--- config.mk ---
export PLATFORM = sky130hd
export DESIGN_NAME = superh16_icache_fill_ctrl
export DESIGN_NICKNAME = d
export VERILOG_FILES = /design/src/rtl/superh16_icache_fill_ctrl.sv
export SDC_FILE = /design/constraint.sdc
export NUM_CORES = 2
export LEC_CHECK = 0
export BUFFER_PORTS_ARGS = -buffer_cell sky130_fd_sc_hd__buf_2
export CAP_MARGIN = 20
export CORE_AREA = 2 2 483 485
export DETAILED_ROUTE_END_ITERATION = 10
export DIE_AREA = 0 0 485 487
export HOLD_SLACK_MARGIN = 0.03
export PLACE_DENSITY_LB_ADDON = 0.12
export SYNTH_ARGS = -nofsm -noshare
export SYNTH_HDL_FRONTEND = slang
export SYNTH_SLANG_ARGS = --single-unit
--- constraint.sdc ---
create_clock -name clk -period 33.7 [get_ports clk]
set_input_delay 1.685 -clock clk [delete_from_list [all_inputs] [get_ports clk]]
set_output_delay 1.685 -clock clk [all_outputs]
set_load 0.005 [all_outputs]
--- src/rtl/superh16_icache_fill_ctrl.sv ---
// L1 I-cache miss/fill sequencer: one outstanding L2 refill shared by demand
// misses and next-line prefetches, with a per-set round-robin victim pointer.
module superh16_icache_fill_ctrl #(
  parameter int ADDR_WIDTH = 48,
  parameter int NUM_WAYS   = 6,
  parameter int NUM_SETS   = 256,
  parameter int LINE_BITS  = 512
) (
  input  logic                        clk,
  input  logic                        rst_n,
  input  logic                        i_dmd_valid,
  input  logic [ADDR_WIDTH-1:0]       i_dmd_addr,
  output logic                        o_dmd_ready,
  input  logic                        i_pf_valid,
  input  logic [ADDR_WIDTH-1:0]       i_pf_addr,
  output logic                        o_pf_ready,
  input  logic                        i_flush,
  output logic                        o_l2_req,
  output logic [ADDR_WIDTH-1:0]       o_l2_addr,
  input  logic                        i_l2_ack,
  input  logic [LINE_BITS-1:0]        i_l2_data,
  output logic                        o_fill_valid,
  output logic [$clog2(NUM_SETS)-1:0] o_fill_index,
  output logic [2:0]                  o_fill_way,
  output logic [ADDR_WIDTH-15:0]      o_fill_tag,
  output logic [LINE_BITS-1:0]        o_fill_data,
  output logic                        o_dmd_done,
  output logic                        o_busy
);

  localparam int OFF_W = 6;
  localparam int IDX_W = $clog2(NUM_SETS);
  localparam logic [ADDR_WIDTH-1:0] OFF_MASK = ADDR_WIDTH'((1 << OFF_W) - 1);
  localparam logic [2:0] LAST_WAY = 3'(NUM_WAYS - 1);

  typedef enum logic [1:0] {
    S_IDLE = 2'd0,
    S_WAIT = 2'd1,
    S_FILL = 2'd2
  } state_t;

  state_t                  r_state;
  logic [ADDR_WIDTH-1:0]   r_line_addr;
  logic                    r_is_dmd;
  logic                    r_kill;
  logic [2:0]              r_rr_ptr [NUM_SETS];
  logic                    r_l2_req;
  logic                    r_busy;
  logic                    r_fill_valid;
  logic                    r_dmd_done;
  logic [IDX_W-1:0]        r_fill_index;
  logic [2:0]              r_fill_way;
  logic [ADDR_WIDTH-15:0]  r_fill_tag;
  logic [LINE_BITS-1:0]    r_fill_data;

  logic                    w_dmd_ready;
  logic                    w_pf_ready;
  logic                    w_promo;
  logic                    w_kill_eff;
  logic                    w_dmd_acc;
  logic                    w_pf_acc;
  logic [ADDR_WIDTH-1:0]   w_acc_line;
  logic [IDX_W-1:0]        w_idx;
  logic [2:0]              w_cur_ptr;

  assign w_idx     = r_line_addr[OFF_W +: IDX_W];
  assign w_cur_ptr = r_rr_ptr[w_idx];

  // A pending prefetch is upgraded when a demand for the same line shows up; flush beats it.
  assign w_promo = (r_state == S_WAIT) & ~r_is_dmd & i_dmd_valid & ~i_flush &
                   ((i_dmd_addr & ~OFF_MASK) == r_line_addr);
  assign w_kill_eff = (r_kill | i_flush) & ~w_promo;

  // Handshake readiness: demand has strict priority, flush blocks acceptance in IDLE.
  always_comb begin
    w_dmd_ready = 1'b0;
    w_pf_ready  = 1'b0;
    case (r_state)
      S_IDLE: begin
        w_dmd_ready = ~i_flush;
        w_pf_ready  = ~i_flush & ~i_dmd_valid;
      end
      S_WAIT: begin
        w_dmd_ready = w_promo;
        w_pf_ready  = 1'b0;
      end
      default: begin
        w_dmd_ready = 1'b0;
        w_pf_ready  = 1'b0;
      end
    endcase
  end

  assign w_dmd_acc  = (r_state == S_IDLE) & i_dmd_valid & w_dmd_ready;
  assign w_pf_acc   = (r_state == S_IDLE) & i_pf_valid & w_pf_ready;
  assign w_acc_line = (w_dmd_acc ? i_dmd_addr : i_pf_addr) & ~OFF_MASK;

  // Sequencer state, victim pointers and registered control outputs.
  always_ff @(posedge clk or negedge rst_n) begin
    if (!rst_n) begin
      r_state      <= S_IDLE;
      r_line_addr  <= '0;
      r_is_dmd     <= 1'b0;
      r_kill       <= 1'b0;
      r_l2_req     <= 1'b0;
      r_busy       <= 1'b0;
      r_fill_valid <= 1'b0;
      r_dmd_done   <= 1'b0;
      r_fill_index <= '0;
      r_fill_way   <= 3'd0;
      r_fill_tag   <= '0;
      for (int s = 0; s < NUM_SETS; s++) r_rr_ptr[s] <= 3'd0;
    end else begin
      r_fill_valid <= 1'b0;
      r_dmd_done   <= 1'b0;
      case (r_state)
        S_IDLE: begin
          if (w_dmd_acc | w_pf_acc) begin
            r_line_addr <= w_acc_line;
            r_is_dmd    <= w_dmd_acc;
            r_kill      <= 1'b0;
            r_l2_req    <= 1'b1;
            r_busy      <= 1'b1;
            r_state     <= S_WAIT;
          end else begin
            r_state <= S_IDLE;
          end
        end
        S_WAIT: begin
          r_is_dmd <= r_is_dmd | w_promo;
          if (i_l2_ack) begin
            r_l2_req <= 1'b0;
            r_kill   <= 1'b0;
            if (w_kill_eff) begin
              r_busy  <= 1'b0;
              r_state <= S_IDLE;
            end else begin
              r_fill_valid <= 1'b1;
              r_dmd_done   <= r_is_dmd | w_promo;
              r_fill_index <= w_idx;
              r_fill_tag   <= r_line_addr[ADDR_WIDTH-1:OFF_W+IDX_W];
              r_fill_way   <= w_cur_ptr;
              r_state      <= S_FILL;
            end
          end else begin
            r_kill <= w_kill_eff;
          end
        end
        S_FILL: begin
          r_rr_ptr[w_idx] <= (w_cur_ptr == LAST_WAY) ? 3'd0 : w_cur_ptr + 3'd1;
          r_busy          <= 1'b0;
          r_state         <= S_IDLE;
        end
        default: begin
          r_busy   <= 1'b0;
          r_l2_req <= 1'b0;
          r_state  <= S_IDLE;
        end
      endcase
    end
  end

  // Refill data holding register; its reset value is never observed.
  always_ff @(posedge clk) begin
    if ((r_state == S_WAIT) && i_l2_ack && !w_kill_eff) r_fill_data <= i_l2_data;
  end

  assign o_dmd_ready  = w_dmd_ready;
  assign o_pf_ready   = w_pf_ready;
  assign o_l2_req     = r_l2_req;
  assign o_l2_addr    = r_line_addr;
  assign o_fill_valid = r_fill_valid;
  assign o_fill_index = r_fill_index;
  assign o_fill_way   = r_fill_way;
  assign o_fill_tag   = r_fill_tag;
  assign o_fill_data  = r_fill_data;
  assign o_dmd_done   = r_dmd_done;
  assign o_busy       = r_busy;

endmodule

==> metrics <==
outcome=finished with violations; failing checks=antenna violations; WL met2=129 mm; Slowest-stage cell, CP=or3b_4; synth cell count leaders=nor2_1, dfrtp_1, edfxtp_1; hold_sp=o_l2_req; cts repair resizes=0; Vias per Instance=4.87; number of cells on the worst hold path=2; first-pass iteration count of the detailed router=5; Layout Skew=0.0573 ns; Final Core Density=30.6%; Max Cap Viol=0; share of layout cells above drive strength 1=a little under two fifths; non-filler cells, final=8586; final setup vio count=0; vias in the first global route=39700; CP dominant cell by count=buf_4; # DRC=0; Critical Path RT=roughly 34 ns; Hold Path Class=reg2reg; Post-synth ARST share=62.8%; number of synthesized flops with an enable pin=512; synth top area cells=dfrtp_1, edfxtp_1, mux4_2; power density cells=63.7 mW/mm2; Post-CTS Setup Bufs=0; crit-path leading delay family=buffers and inverters; placed cell count=~8000; core area=roughly 0.23 mm2; DR vias=41900; GRT Residual Overflow=0; cell with the most instances after synthesis=nor2_1; setup ws final=24.34 ns; worst-path fanout max=71; r2r worst-path depth=14; Row Count=177; Worst Setup Path Type=reg2reg; dpl hpwl=roughly 220 mm; Place WS=roughly 24 ns; Routed met1 length=133 mm; dominant synthesized flop cell=dfrtp_1; Slew @ Worst Pin=1.22 ns; Synth cell types=42; Final Hold Viols=0; # clock sinks=1375; CTS tree=built; routed len/inst=roughly 35 um; max_slew headroom=between 15 and 20%; CTS buffer count=169; WHS Endpoint=o_l2_req; initial antenna violation count=about 190; Post-CTS Hold Buffers=0; die height=487 um; Max stage delay on crit path=about 1 ns; post-route ant nets=1; worst vdd ir=0.0451 mV; post-synth top area share=38.6%; Pins Over Slew Limit=0; Post-Syn Area per Cell=13.5 um2; crit path DAT=10.00 ns; reg2reg setup slack=24.34 ns; reg2reg start=o_l2_addr[6]; clock latency on the worst-skew pair=0.84 ns; FF-to-FF End=r_rr_ptr[25]; sequential cell area fraction in the yosys report=66.2%; Cells after Synth=around 4100; Hold WS=0.490 ns; Buf/Inv on CP=6; num ports=1225; CP Launch Type=register; clock slew at reported path FFs=0.06 ns; Max clock buf depth=3; final WL=between 200 and 300 mm; RSZ-0062 raised after global routing=no; CP cell instances=buf_12, buf_12, buf_4, mux4_2, a22oi_1, nand2_1, a22oi_1, a21oi_1, or4_4, or3b_4, buf_4, buf_4, buf_4, a31oi_2; All-Layer GR Usage=between 20% and 30%; largest net degree at the start of global routing=around 180; global-route wire length before repair=387 mm; largest area contributor in the netlist=dfrtp_1; DIE AREA=about 0.24 mm2; Die X=485 um; Seq cells post-synth=1375; Mapped Area=0.0559 mm2; drt first-iter violations=approximately 4400; Initial Util=24.1%; Worst Setup End Kind=register; Final period util=27.8%; Final min period=9.36 ns; fmax=107 MHz; Port Buffers=~1200; Leak=29.4 nW; area delta synth->final=26.5%; Ys Warns=0; htree depth=4; RD Place Congestion=just over 0.9; Root Driver=clkbuf_16; Met3 Wirelength=approximately 29 mm; DR top layer=met5; setup_tns=0 ns; fin nets=5918
==> cells in the final DEF, fill, tap and decap left out, types with 4 or more instances in the layout <==
cell,synthesis,final
edfxtp_1,512,512
nor2b_1,10,8
clkinv_8,0,4
nor4_1,10,10
o21ai_0,44,44
nand2b_1,8,6
nand2_1,126,110
dfrtp_1,863,861
clkinv_16,0,5
mux2i_1,42,42
conb_1,1,6
buf_2,45,1205
clkinv_2,0,20
a21oi_1,268,268
clkbuf_1,170,51
nand2_2,0,16
a22oi_1,120,120
inv_1,5,5
xor2_1,34,34
buf_4,11,52
clkinv_1,0,14
clkbuf_8,0,30
nor2_1,1031,1030
buf_12,0,7
diode_2,0,105
clkbuf_16,0,170
nand3_1,5,5
a31oi_1,272,272
a31oi_2,240,240
mux4_2,192,192
mux2_2,45,45
==> worst reg2reg max path: stages (launching register included) <==
cell and delay (ns):
dfrtp_4 0.80, buf_12 0.43, buf_12 0.55, buf_4 0.81
mux4_2 0.64, a22oi_1 0.32, nand2_1 0.10, a22oi_1 0.26
a21oi_1 0.24, or4_4 0.83, or3b_4 1.01, buf_4 0.91
buf_4 1.03, buf_4 0.95, a31oi_2 0.27
==> logic make-up (layout without fill, tap and decap cells) <==
family,count (synthesis),count (layout),share of synthesized area [%]
other,1,111,0.00671
buffers and inverters,280,1576,2.53
AO/OA/AOI/OAI,955,955,13.0
AND/OR/NAND/NOR,1210,1210,8.37
multiplexers,279,279,9.40
flip-flops,1375,1375,66.2
XOR/XNOR,37,37,0.580
==> layout make-up <==
type | count | area [um2]
inverters | 5 | 18.8
well taps | 3043 | 3810
flip-flops and latches | 1375 | 37000
multi-input cells | 2487 | 17600
fillers | 23500 | 161000
clock buffers | 251 | 4860
diodes | 105 | 263
clock inverters | 54 | 558
repair buffers | 1266 | 6600
==> registers in the layout, indices dropped and copies added, names as in the netlist <==
register,count
r_is_dmd,1
o_l2_addr,42
o_fill_tag,34
r_kill,1
o_fill_index,8
r_state,2
o_fill_data,512
o_fill_way,3
o_fill_valid,1
o_busy,1
o_l2_req,1
r_rr_ptr,768
o_dmd_done,1
==> worst max-delay path by stage <==
stage / startpoint / to / slack [ns] / depth (start not counted)
6_report: o_l2_addr[6] / r_rr_ptr[25] / 24.34 / 14
3_3_place_gp: o_l2_addr[6] / r_rr_ptr[601] / 24.34 / 14
5_1_grt: o_l2_addr[6] / r_rr_ptr[697] / 23.80 / 14
3_5_place_dp: o_l2_addr[6] / r_rr_ptr[619] / 24.26 / 14
2_1_floorplan: i_dmd_addr[39] / o_fill_index[0] / 14.58 / 9
4_1_cts: o_l2_addr[6] / r_rr_ptr[715] / 24.24 / 14
==> report_power, final <==
group          switching [W]  internal (W)  leakage [nW]
Sequential          0.000127       0.00186          16.5
Combinational       0.000461      0.000243          10.2
Clock               0.000787       0.00103          2.64
==> per-layer routing <==
| layer | vias to the layer above | GRT usage (%) |
|---|---|---|
| li1 | 17700 | - |
| met5 | - | 1.08 |
| met3 | 435 | 8.41 |
| met2 | 1858 | 36.0 |
| met4 | 84 | 4.27 |
| met1 | 21800 | 34.8 |
==> per-stage QoR <==
stage               instance area (um2)  total power, W
finish                            70700         0.00451
global route                      70500         0.00468
CTS                               70400         0.00456
detailed placement                65000         0.00273
global placement                  65000         0.00272
floorplan                         55900         0.00237
Note: power is estimated with default switching activity, not from simulation.
